$ cat src/rtl/flash_pattern_gen_pkg.sv
// Shared types and constants for the lag-test flash pattern generator.
package flash_pattern_gen_pkg;

  localparam int unsigned COORD_W     = 12;
  localparam int unsigned COLOR_W_DEF = 24;
  localparam int unsigned COUNT_W     = 16;

  typedef enum logic [1:0] {
    MODE_ALL  = 2'd0,
    MODE_RR   = 2'd1,
    MODE_INV  = 2'd2,
    MODE_RSVD = 2'd3
  } flash_mode_e;

  typedef enum logic [1:0] {
    ST_IDLE = 2'd0,
    ST_ON   = 2'd1,
    ST_OFF  = 2'd2
  } flash_state_e;

  typedef struct packed {
    logic [COORD_W-1:0] x0;
    logic [COORD_W-1:0] x1;
    logic [COORD_W-1:0] y0;
    logic [COORD_W-1:0] y1;
  } field_rect_t;

  // Half-open interval membership; hi <= lo yields an empty span.
  function automatic logic in_span(input logic [COORD_W-1:0] v,
                                   input logic [COORD_W-1:0] lo,
                                   input logic [COORD_W-1:0] hi);
    return (v >= lo) && (v < hi);
  endfunction

endpackage

$ cat src/rtl/flash_pattern_gen_hit.sv
// Combinational per-field rectangle hit test for the current pixel.
module flash_field_hit
  import flash_pattern_gen_pkg::*;
#(
  parameter int unsigned NUM_FIELDS = 3
) (
  input  logic [COORD_W-1:0]               xpos,
  input  logic [COORD_W-1:0]               ypos,
  input  field_rect_t [NUM_FIELDS-1:0]     rects,
  output logic [NUM_FIELDS-1:0]            hit_c
);

  always_comb begin
    hit_c = '0;
    for (int unsigned k = 0; k < NUM_FIELDS; k++) begin
      hit_c[k] = in_span(xpos, rects[k].x0, rects[k].x1) &&
                 in_span(ypos, rects[k].y0, rects[k].y1);
    end
  end

endmodule

$ cat src/rtl/flash_pattern_gen.sv
// Periodic flash-field generator with onset trigger, jittered period and a
// 1-bit overlay layer; one pixel per clock with a single register stage.
module flash_pattern_gen
  import flash_pattern_gen_pkg::*;
#(
  parameter int unsigned NUM_FIELDS    = 3,
  parameter int unsigned PERIOD_FRAMES = 32,
  parameter int unsigned ON_FRAMES     = 4,
  parameter int unsigned JITTER_STEPS  = 8,
  parameter int unsigned COLOR_W       = COLOR_W_DEF
) (
  input  logic                          clock,
  input  logic                          reset,
  input  logic                          frame_start,
  input  logic                          pix_valid,
  input  logic [COORD_W-1:0]            xpos,
  input  logic [COORD_W-1:0]            ypos,
  input  logic [COORD_W*NUM_FIELDS-1:0] field_x0,
  input  logic [COORD_W*NUM_FIELDS-1:0] field_x1,
  input  logic [COORD_W*NUM_FIELDS-1:0] field_y0,
  input  logic [COORD_W*NUM_FIELDS-1:0] field_y1,
  input  logic                          enable,
  input  logic [1:0]                    mode,
  input  logic [COLOR_W-1:0]            fg_color,
  input  logic [COLOR_W-1:0]            bg_color,
  input  logic                          overlay_en,
  input  logic                          overlay_pix,
  output logic                          starttrigger,
  output logic                          flash_active,
  output logic [COLOR_W-1:0]            data,
  output logic                          data_valid,
  output logic [COUNT_W-1:0]            flash_count
);

  localparam int unsigned CNT_W = $clog2(PERIOD_FRAMES + JITTER_STEPS);
  localparam int unsigned JIT_W = (JITTER_STEPS > 1) ? $clog2(JITTER_STEPS) : 1;
  localparam int unsigned RR_W  = (NUM_FIELDS > 1) ? $clog2(NUM_FIELDS) : 1;

  flash_state_e          state;
  flash_mode_e           mode_q;
  logic [CNT_W-1:0]      frame_cnt;
  logic [JIT_W-1:0]      jitter;
  logic [RR_W-1:0]       rr_idx;

  field_rect_t [NUM_FIELDS-1:0] rects;
  logic [NUM_FIELDS-1:0]        field_hit_c;
  logic                         any_hit_c;
  logic                         rr_hit_c;
  logic                         lit_hit_c;
  logic [CNT_W-1:0]             period_end_c;
  logic [COLOR_W-1:0]           pix_c;

  // Unpack flat field-bound buses into rectangle records.
  always_comb begin
    rects = '0;
    for (int unsigned k = 0; k < NUM_FIELDS; k++) begin
      rects[k].x0 = field_x0[COORD_W*k +: COORD_W];
      rects[k].x1 = field_x1[COORD_W*k +: COORD_W];
      rects[k].y0 = field_y0[COORD_W*k +: COORD_W];
      rects[k].y1 = field_y1[COORD_W*k +: COORD_W];
    end
  end

  flash_field_hit #(
    .NUM_FIELDS (NUM_FIELDS)
  ) u_hit (
    .xpos  (xpos),
    .ypos  (ypos),
    .rects (rects),
    .hit_c (field_hit_c)
  );

  assign period_end_c = CNT_W'(PERIOD_FRAMES - 1) + CNT_W'(jitter);

  // Flash schedule: state only moves on frame_start; enable is sampled there too.
  always_ff @(posedge clock) begin
    if (reset) begin
      state        <= ST_IDLE;
      mode_q       <= MODE_ALL;
      frame_cnt    <= '0;
      jitter       <= '0;
      rr_idx       <= '0;
      starttrigger <= 1'b0;
      flash_active <= 1'b0;
      flash_count  <= '0;
    end else begin
      starttrigger <= 1'b0;
      if (frame_start) begin
        unique case (state)
          ST_IDLE: begin
            if (enable) begin
              state        <= ST_ON;
              frame_cnt    <= '0;
              rr_idx       <= '0;
              mode_q       <= flash_mode_e'(mode);
              starttrigger <= 1'b1;
              flash_active <= 1'b1;
              flash_count  <= flash_count + COUNT_W'(1);
            end
          end
          ST_ON, ST_OFF: begin
            if (!enable) begin
              state        <= ST_IDLE;
              frame_cnt    <= '0;
              rr_idx       <= '0;
              flash_active <= 1'b0;
            end else if (frame_cnt == period_end_c) begin
              state        <= ST_ON;
              frame_cnt    <= '0;
              jitter       <= (jitter == JIT_W'(JITTER_STEPS - 1)) ? '0 : jitter + JIT_W'(1);
              rr_idx       <= (rr_idx == RR_W'(NUM_FIELDS - 1)) ? '0 : rr_idx + RR_W'(1);
              mode_q       <= flash_mode_e'(mode);
              starttrigger <= 1'b1;
              flash_active <= 1'b1;
              flash_count  <= flash_count + COUNT_W'(1);
            end else begin
              frame_cnt <= frame_cnt + CNT_W'(1);
              if (frame_cnt == CNT_W'(ON_FRAMES - 1)) begin
                state        <= ST_OFF;
                flash_active <= 1'b0;
              end
            end
          end
          default: begin
            state        <= ST_IDLE;
            flash_active <= 1'b0;
          end
        endcase
      end
    end
  end

  // Pixel colour selection: lit field beats overlay, overlay beats background.
  always_comb begin
    any_hit_c = |field_hit_c;
    rr_hit_c  = 1'b0;
    for (int unsigned k = 0; k < NUM_FIELDS; k++) begin
      if (rr_idx == RR_W'(k)) rr_hit_c = field_hit_c[k];
    end
    lit_hit_c = (mode_q == MODE_RR) ? rr_hit_c : any_hit_c;

    pix_c = bg_color;
    if (!pix_valid) begin
      pix_c = '0;
    end else if (flash_active && lit_hit_c) begin
      pix_c = (mode_q == MODE_INV) ? bg_color : fg_color;
    end else if (overlay_en) begin
      pix_c = overlay_pix ? fg_color : bg_color;
    end else if (flash_active && (mode_q == MODE_INV)) begin
      pix_c = fg_color;
    end
  end

  always_ff @(posedge clock) begin
    if (reset) begin
      data       <= '0;
      data_valid <= 1'b0;
    end else begin
      data       <= pix_c;
      data_valid <= pix_valid;
    end
  end

endmodule

$ cat config.mk
export PLATFORM = sky130hd
export DESIGN_NAME = flash_pattern_gen
export DESIGN_NICKNAME = d
export VERILOG_FILES = /design/src/rtl/flash_pattern_gen_pkg.sv /design/src/rtl/flash_pattern_gen_hit.sv /design/src/rtl/flash_pattern_gen.sv
export SDC_FILE = /design/constraint.sdc
export NUM_CORES = 1
export LEC_CHECK = 0
export BUFFER_PORTS_ARGS = -buffer_cell sky130_fd_sc_hd__buf_2
export CAP_MARGIN = 20
export CORE_MARGIN = 4
export CORE_UTILIZATION = 44
export DETAILED_ROUTE_END_ITERATION = 6
export PLACE_DENSITY = 0.78
export SETUP_SLACK_MARGIN = 0.2
export SYNTH_ARGS = -nofsm -noshare
export SYNTH_HDL_FRONTEND = slang
export SYNTH_SLANG_ARGS = --single-unit
$ cat constraint.sdc
create_clock -name clock -period 3.2 [get_ports clock]
set_input_delay 0.64 -clock clock [delete_from_list [all_inputs] [get_ports clock]]
set_output_delay 0.64 -clock clock [all_outputs]
set_load 0.05 [all_outputs]
==> summary.txt, run 1 <==
Final layout
  • Share of cells above drive strength 1: 35.9%
  • Final core occ: 63.9%
  • Finished Cell Area: 8570 um^2
  • Fillers: 1152
  • Nets@finish: 1444
  • Diode count: 0
  • Synth-to-layout area growth: 41.0%

Drt
  • Vias: 6449
  • Wire length per cell: 14.6 um
  • Met3 Wirelength: 1110 um
  • Initial detailed-routing violation count: 244
  • DRC errors left: 0
  • ANT nets after route: 0
  • Vias per cell: 5.14
  • Wl on met1: 7660 um
  • Top sig layer: met4
  • WL final: 18400 um
  • DR pass1 iterations: 5
  • DR WL met2: 9060 um

Logic synthesis
  • Top cell type's share of synthesized area: 30.1%
  • Sequential share of the synthesized area: 18.8%
  • Mean Syn Cell Area: 8.01 um^2
  • Register bit total from synthesis: 57
  • Yosys warns: 0
  • Netlist cell types: 61
  • Largest cells by area after synthesis: ha_1 (30%), dfxtp_1 (19%), inv_1 (8.8%)
  • Post-synth top flop: dfxtp_1
  • Async SR Flop Fraction: 0%
  • Syn nets: 1130
  • Post-synth EDFFs: 0
  • Syn Std Cell Area: 6080 um^2
  • Yosys top cell by area: ha_1
  • Synth Instances: 759

STA
  • Fmax: 0.315 GHz
  • Actual slew at the worst max-slew pin: 0.542 ns
  • Fin crit share: 99.2%
  • Final Skew: 0.00375 ns
  • Slew headroom: 63.8%
  • Final Setup Violations: 0
  • Final Critical Period: 3.17 ns
  • Slew Limit Fails: 0
  • RSZ-0062 raised after global routing: yes
  • Fin Hold WS: 0.506 ns
  • Fin. Hold Viols: 0

GRT
  • First-pass GRT wire length: 28100 um
  • Vias in the first global route: 6156
  • Initial antenna violation count: 0
  • Largest net degree at the start of global routing: 29
  • Total GRT Usage: 21.1%
  • Grt ovf: 0

Clock tree
  • TritonCTS Buffers: 9
  • Setup Buffers After CTS: 0
  • CTS Hold Buffers Added: 0
  • Clock Sinks: 57
  • Clk buf depth: 2
  • Worst-path clk slew: 0.05 ns
  • Root buf cell: clkbuf_16
  • H-tree depth: 3
  • CTS tree: built
  • Worst skew pair latency: 0.32 ns

Floorplanning
  • Die H: 126 um
  • Die ar.: 15800 um^2
  • Chip width: 126 um
  • Initial Util: 45.4%
  • # rows: 42
  • Core area: 13400 um^2
  • Boundary pin count: 268

Critical path
  • CP max FO: 6
  • CP startpoint kind: input pin
  • Flop-to-flop setup slack: 0.51 ns
  • Worst r2r src: jitter[0]
  • Critical path class: input pin to flip-flop
  • CP endpoint kind: flip-flop
  • CP Data Required Time: 3.41 ns
  • Reg2reg path depth: 12
  • CP Launch Point: ypos[6]
  • Crit path DAT: 3.38 ns
  • Reg2reg end: flash_count[5]

Run
  • Max_cap viols: 0

Place
  • Final Wtd Congestion: 0.886
  • Port Buffers: 267
  • Cell Area, Placed: 7980 um^2
  • Post-DP HPWL: 14800 um

Run status
  • Outcome: finished clean

Worst hold path
  • Worst hold path class: flip-flop to flip-flop
  • Hold path depth: 2
  • Hold Path End: flash_count[14]
  • Min-delay src: flash_count[14]

Pwr
  • Pleak: 0.00475 uW
  • Max VDD drop: 330 uV
  • Power density over cell area: 308 nW/um^2
[Yosys cell counts (all sizes together) (2+ instances only)]
cell / count
ha: 146
inv: 144
dfxtp: 57
nor2: 55
o21ai: 47
a21oi: 41
nand3: 33
nand2: 28
a21boi: 25
nand4: 22
a21o: 17
xor2: 14
nand2b: 11
a211oi: 9
buf: 8
clkbuf: 7
mux2i: 7
nor3: 6
o21a: 6
xnor2: 6
a211o: 5
nor2b: 5
nor4: 5
a2111oi: 4
a221oi: 4
and3: 4
or3: 4
or4: 4
and4: 3
nor3b: 3
o2111ai: 3
o211ai: 3
o41ai: 3
a31oi: 2
and2: 2
mux2: 2
or3b: 2
[metal layers]
metal / vias up / track usage, %
met5: - / 0
met4: 0 / 5.87
li1: 3282 / -
met2: 219 / 37.4
met1: 2909 / 26.4
met3: 39 / 3.07
[what timing repair did]
item | 4_1_cts | 5_1_grt
cloned | 0 | 2
pin swaps | 2 | 13
endpoints found under the setup margin | 24 | 24
resized for setup | 3 | 50
hold endpoints to repair | 0 | 0
[worst max-delay path, cell delays in order]
cell and delay [ns]:
buf_2 0.14, ha_1 0.30, and4_1 0.20, o21ai_1 0.07, o211ai_1 0.31, a221oi_2 0.18
or4_4 0.53, and4bb_4 0.23, a311o_2 0.39, clkbuf_16 0.19, o21ai_1 0.14, a21boi_1 0.08
[cell usage in the layout, fill, tap and decap left out, drive strengths merged, types with 3 or more instances in the layout]
master	instances
buf	316
ha	146
inv	144
dfxtp	57
nor2	55
o21ai	47
a21oi	41
nand3	33
nand2	28
a21boi	25
nand4	22
a21o	17
xor2	14
clkbuf	13
nand2b	11
a211oi	9
mux2i	7
o21a	6
xnor2	6
nor3	6
a211o	5
nor2b	5
nor4	5
and3	4
or3	4
a221oi	4
a2111oi	4
or4	4
o2111ai	3
and4	3
o41ai	3
nor3b	3
o211ai	3
[metrics by stage]
stage	total power, uW	std cells	TNS (ns)	setup WS (ns)
after global placement	1610	1236	-8.56	-0.361
final	2640	1254	0	0.0254
after floorplan	1280	759	0	0.201
after global routing	2800	1254	-1.77	-0.0913
after CTS	2580	1252	0	0.0840
after detailed placement	1630	1236	-9.33	-0.410
[report_power, final]
group	internal [uW]	leakage [uW]	switching, uW	total (uW)
Clock	620	0.000142	324	944
Combinational	445	0.00414	501	947
Sequential	736	0.000464	12.4	748
[state kept, by name, indices dropped and copies added (netlist names)]
| register | cells |
|---|---|
| starttrigger | 1 |
| rr_idx | 2 |
| jitter | 3 |
| state | 2 |
| data_valid | 1 |
| frame_cnt | 6 |
| data | 24 |
| flash_count | 16 |
| mode_q | 2 |
[final cells by class]
class	count	area [um^2]	share of cell area, %
clock inverters	5	55.1	0.642
well taps	176	220	2.57
multi-input cells	543	4540	52.9
inverters	144	546	6.37
repair buffers	318	1830	21.3
flip-flops and latches	57	1140	13.3
clock buffers	11	243	2.83
[kinds of logic (layout without fill, tap and decap cells)]
family / after synthesis / count (layout) / synth area share, %
XOR/XNOR: 20 / 20 / 2.88
flip-flops: 57 / 57 / 18.8
buffers and inverters: 159 / 478 / 10.5
AND/OR/NAND/NOR: 191 / 191 / 16.2
AO/OA/AOI/OAI: 177 / 177 / 20.0
adder cells (fa/ha/maj): 146 / 146 / 30.1
multiplexers: 9 / 9 / 1.58
[how the worst max path moves through the flow]
stage | to | slack, ns | cells past startpoint
2_1_floorplan | data[10] | 0.20 | 12
3_3_place_gp | data[13] | -0.36 | 12
3_5_place_dp | data[3] | -0.41 | 12
4_1_cts | data[5] | 0.08 | 14
5_1_grt | data[9] | -0.09 | 12
6_report | data[9] | 0.03 | 12
(Power assumes the default switching activity.)
==> run 2: changes to the inputs <==
--- a/config.mk
+++ b/config.mk
@@ -10,8 +10,9 @@
 export CORE_MARGIN = 4
 export CORE_UTILIZATION = 44
 export DETAILED_ROUTE_END_ITERATION = 6
-export PLACE_DENSITY = 0.78
+export PLACE_DENSITY = 0.86
 export SETUP_SLACK_MARGIN = 0.2
+export SLEW_MARGIN = 20
 export SYNTH_ARGS = -nofsm -noshare
 export SYNTH_HDL_FRONTEND = slang
 export SYNTH_SLANG_ARGS = --single-unit
==> constraint.sdc (replaced) <==
create_clock -name clock -period 3.2 [get_ports clock]
set_input_delay 0.32 -clock clock [delete_from_list [all_inputs] [get_ports clock]]
set_output_delay 0.32 -clock clock [all_outputs]
set_load 0.05 [all_outputs]
==> summary.txt, run 2 (synthesized netlist as in run 1, its figures left out) <==
Run status
  • Outcome: finished clean

Final layout
  • Top reg by flops: data
  • Diode count: 0
  • Biggest regs: data: 24 flops, flash_count: 16 flops, frame_cnt: 6 flops
  • Most common cell after layout, fill and taps aside: buf_2
  • Finished Cell Area: 8090 um^2
  • Fillers: 1164
  • Multi-input logic area: 4410 um^2
  • Final core occ: 60.3%
  • Non-Filler Instances: 1224
  • Share of cells above drive strength 1: 31.3%
  • Synth-to-layout area growth: 33.0%
  • Most frequent cells in the layout: buf_2 (267), ha_1 (145), inv_1 (143)
  • Nets@finish: 1414
  • Register area: 1140 um^2
  • Max FFs per register: 24

Drt
  • Vias: 6399
  • Initial detailed-routing violation count: 295
  • ANT nets after route: 0
  • Vias per cell: 5.23
  • Wire length per cell: 15.0 um
  • WL final: 18300 um
  • DRC errors left: 0
  • DR pass1 iterations: 5

Place
  • Final Wtd Congestion: 0.886
  • Port Buffers: 267
  • Dpl cells: 1205
  • Cell Area, Placed: 7700 um^2
  • Post-DP HPWL: 14900 um

STA
  • Fin Hold WS: 0.252 ns
  • RSZ-0062 raised after global routing: no
  • Fmax: 0.346 GHz
  • Fin crit share: 90.2%
  • Actual slew at the worst max-slew pin: 0.873 ns
  • Fin. Hold Viols: 0
  • Final Skew: 0.00589 ns
  • Slew Limit Fails: 0
  • Slew headroom: 41.8%
  • Final Critical Period: 2.89 ns
  • Final Setup Violations: 0

Clock tree
  • Worst skew pair latency: 0.32 ns
  • H-tree depth: 3
  • Worst-path clk slew: 0.05 ns
  • TritonCTS Buffers: 9
  • Clock Sinks: 57
  • Setup Buffers After CTS: 0
  • CTS Hold Buffers Added: 0
  • Clk buf depth: 2
  • Root buf cell: clkbuf_16
  • CTS tree: built

Floorplanning
  • Die H: 126 um
  • Boundary pin count: 268
  • Initial Util: 45.4%
  • Chip width: 126 um
  • # rows: 42
  • Die ar.: 15800 um^2
  • Core area: 13400 um^2

Pwr
  • Pleak: 0.00453 uW
  • Power density over cell area: 307 nW/um^2
  • Max VDD drop: 273 uV
  • Total power: 2480 uW

Critical path
  • CP endpoint kind: flip-flop
  • CP Launch Point: xpos[9]
  • Critical path class: input pin to flip-flop
  • CP Data Required Time: 3.40 ns
  • CP max FO: 12
  • Crit path DAT: 3.09 ns
  • CP startpoint kind: input pin
  • Worst r2r src: jitter[0]

GRT
  • Met3 usage: 3.37%
  • Met2 Usage GRT: 38.1%
  • Met1 Use GR: 27.0%
  • Vias in the first global route: 6184
  • Initial antenna violation count: 0
  • GRT Max-Usage Layer: met2
  • Grt ovf: 0
  • Total GRT Usage: 21.6%
  • First-pass GRT wire length: 28600 um
  • Largest net degree at the start of global routing: 29

Run
  • Max_cap viols: 0

Worst hold path
  • Min-delay src: fg_color[15]
  • Worst hold path class: input pin to flip-flop
## run 2: cell types whose count changed in the layout (fill, tap and decap cells not counted), moves of 4 or more
cell	delta
buf_2	+4
ha_4	-7
o21ai_1	+8
inv_1	+4
ha_1	+8
buf_4	-29
o21ai_2	-9
## run 2: per-stage QoR
step	setup TNS, ns	setup WS, ns
detailed placement	-6.36	-0.286
floorplan	0	0.446
global placement	-7.15	-0.316
global route	0	0.217
CTS	0	0.212
finish	0	0.313
## run 2: repair_timing
item | CTS | global route
gates cloned | 1 | 2
pin swaps | 1 | 5
endpoints found under the setup margin | 24 | 25
gates resized for setup | 2 | 14
## run 2: critical path: stages
cell       delay (ns)
buf_2            0.12
ha_1             0.33
a211oi_2         0.19
nor2_1           0.12
a2111oi_4        0.33
inv_2            0.06
or4_4            0.51
mux2_4           0.34
buf_4            0.17
o211a_2          0.34
o21ai_1          0.16
a21boi_1         0.08
## run 2: report_power, final
part | leakage [uW] | switching, uW | internal (uW)
Combinational | 0.00392 | 480 | 386
Clock | 0.000139 | 309 | 561
Sequential | 0.000464 | 12.0 | 736
## run 2: final timing paths
path	end	slack (ns)	cells past startpoint
max	data[21]	0.31	12
max reg2reg	flash_count[14]	0.49	11
min	data[15]	0.25	3
min reg2reg	flash_count[5]	0.51	2
## run 2: per-layer routing
metal | vias to the layer above | share of wire [%] | wire length, um
met3 | 38 | 6.3 | 1160
met2 | 224 | 48 | 8890
li1 | 3232 | - | -
met5 | - | 0 | 0
met4 | 0 | 2.7 | 488
met1 | 2905 | 43 | 7800
## run 2: layout make-up
class                   instances  area share [%]
clock buffers                  13            3.22
repair buffers                285            18.5
inverters                     144            6.68
well taps                     176            2.72
flip-flops and latches         57            14.1
clock inverters                 3           0.186
multi-input cells             546            54.6
==> run 3: changes to the inputs <==
--- a/config.mk
+++ b/config.mk
@@ -11,6 +11,7 @@
 export CORE_UTILIZATION = 44
 export DETAILED_ROUTE_END_ITERATION = 6
 export PLACE_DENSITY = 0.86
+export RECOVER_POWER = 100
 export SETUP_SLACK_MARGIN = 0.2
 export SLEW_MARGIN = 20
 export SYNTH_ARGS = -nofsm -noshare
==> summary.txt, run 3 (synthesized netlist as in run 1, its figures left out) <==
Run
  • Max_cap viols: 0

GRT
  • Largest net degree at the start of global routing: 29
  • Initial antenna violation count: 0
  • Total GRT Usage: 21.6%
  • Grt ovf: 0
  • First-pass GRT wire length: 28600 um
  • Vias in the first global route: 6184

Floorplanning
  • Die ar.: 15800 um^2
  • Boundary pin count: 268
  • Core area: 13400 um^2
  • Chip width: 126 um
  • # rows: 42
  • Die H: 126 um
  • Initial Util: 45.4%

Place
  • Port Buffers: 267
  • Post-DP HPWL: 14900 um
  • Post-place setup slack: -0.286 ns
  • Cell Area, Placed: 7700 um^2
  • Dpl cells: 1205
  • Final Wtd Congestion: 0.886

STA
  • Final Critical Period: 2.97 ns
  • RSZ-0062 raised after global routing: no
  • Slew headroom: 20.8%
  • Actual slew at the worst max-slew pin: 1.19 ns
  • Final Setup Violations: 0
  • Final worst slack: 0.234 ns
  • Slew Limit Fails: 0
  • Fin crit share: 92.7%
  • Fin. Hold Viols: 0
  • Fmax: 0.337 GHz
  • Final Skew: 0.00512 ns
  • Fin Hold WS: 0.250 ns

Final layout
  • Share of cells above drive strength 1: 26.8%
  • Synth-to-layout area growth: 32.0%
  • Most frequent cells in the layout: buf_2 (223), ha_1 (145), inv_1 (143)
  • Max FFs per register: 24
  • Final core occ: 59.9%
  • Nets@finish: 1414
  • Most common cell after layout, fill and taps aside: buf_2
  • Biggest regs: data: 24 flops, flash_count: 16 flops, frame_cnt: 6 flops
  • Finished Cell Area: 8020 um^2
  • Top reg by flops: data
  • Fillers: 1200
  • Non-Filler Instances: 1224
  • Diode count: 0

Critical path
  • CP Cell Sequence: buf_2 > ha_1 > a211oi_2 > nor2_1 > a2111oi_4 > inv_2 > or4_4 > mux2_4 > buf_4 > o211a_1 > o21ai_0 > a21boi_1
  • Crit path DAT: 3.17 ns
  • CP Data Required Time: 3.40 ns
  • CP startpoint kind: input pin
  • CP max FO: 12
  • Flop-to-flop setup slack: 0.40 ns
  • CP endpoint kind: flip-flop
  • Slowest CP cell: or4_4
  • Critical path class: input pin to flip-flop
  • Max incr delay on CP: 0.51 ns

Clock tree
  • CTS Hold Buffers Added: 0
  • Worst-path clk slew: 0.05 ns
  • Clk buf depth: 2
  • Worst skew pair latency: 0.32 ns
  • Setup Buffers After CTS: 0
  • Root buf cell: clkbuf_16
  • H-tree depth: 3
  • CTS tree: built
  • TritonCTS Buffers: 9
  • Clock Sinks: 57

Drt
  • Initial detailed-routing violation count: 251
  • Vias: 6391
  • DRC errors left: 0
  • WL final: 18300 um
  • Wire length per cell: 15.0 um
  • ANT nets after route: 0
  • DR pass1 iterations: 5
  • Vias per cell: 5.22

Pwr
  • Power density over cell area: 308 nW/um^2
  • Max VDD drop: 273 uV
  • Pleak: 0.00435 uW

Run status
  • Outcome: finished clean

Worst hold path
  • Worst hold path class: input pin to flip-flop
run 3: changes by cell type in the layout (fill, tap and decap cells not counted), sizes merged:
cell | previous run | this run
buf | 285 | 240
clkbuf | 13 | 58
run 3: final cells by class:
class	instances	area, um^2	share of cell area (%)
Clock inverter	3	15.0	0.187
Clock buffer	13	260	3.24
Multi-Input combinational cell	546	4410	55.0
Tap cell	176	220	2.74
Timing Repair Buffer	285	1440	17.9
Inverter	144	541	6.74
Sequential cell	57	1140	14.2
run 3: worst max-delay path: cells and delay by family:
family / cells / cell delay, ns
buffers and inverters: 3 / 0.35
muxes: 1 / 0.34
AOI/OAI and AO/OA: 5 / 1.18
and+or+nand+nor: 2 / 0.63
adders and majority gates: 1 / 0.33
run 3: worst paths after layout:
path | start | end | cells past startpoint
max | xpos[9] | data[6] | 12
min | fg_color[0] | data[0] | 3
max reg2reg | jitter[0] | flash_count[14] | 11
min reg2reg | flash_count[5] | flash_count[5] | 2
run 3: power breakdown:
group	internal [uW]	switching (uW)	total (uW)
registers	737	12.7	749
clock network	561	306	867
logic	377	476	852
run 3: routing by layer:
layer / track usage, % / up-vias / wire [um]
met3: 3.37 / 40 / 1160
met2: 38.1 / 230 / 8860
li1: - / 3234 / -
met1: 27.0 / 2887 / 7780
met5: 0 / - / 0
met4: 6.31 / 0 / 506
run 3: stage by stage:
| stage | power (uW) | TNS, ns |
|---|---|---|
| detailed placement | 1600 | -6.36 |
| global route | 2630 | 0 |
| finish | 2470 | 0 |
| global placement | 1580 | -7.15 |
| CTS | 2480 | 0 |
| floorplan | 1270 | 0 |
run 3: repair_timing:
| item | 4_1_cts | 5_1_grt |
|---|---|---|
| hold endpoints to repair | 0 | 0 |
| setup endpoints to repair | 24 | 25 |
| pin swaps | 1 | 5 |
| cloned | 1 | 2 |
| resized for setup | 2 | 14 |
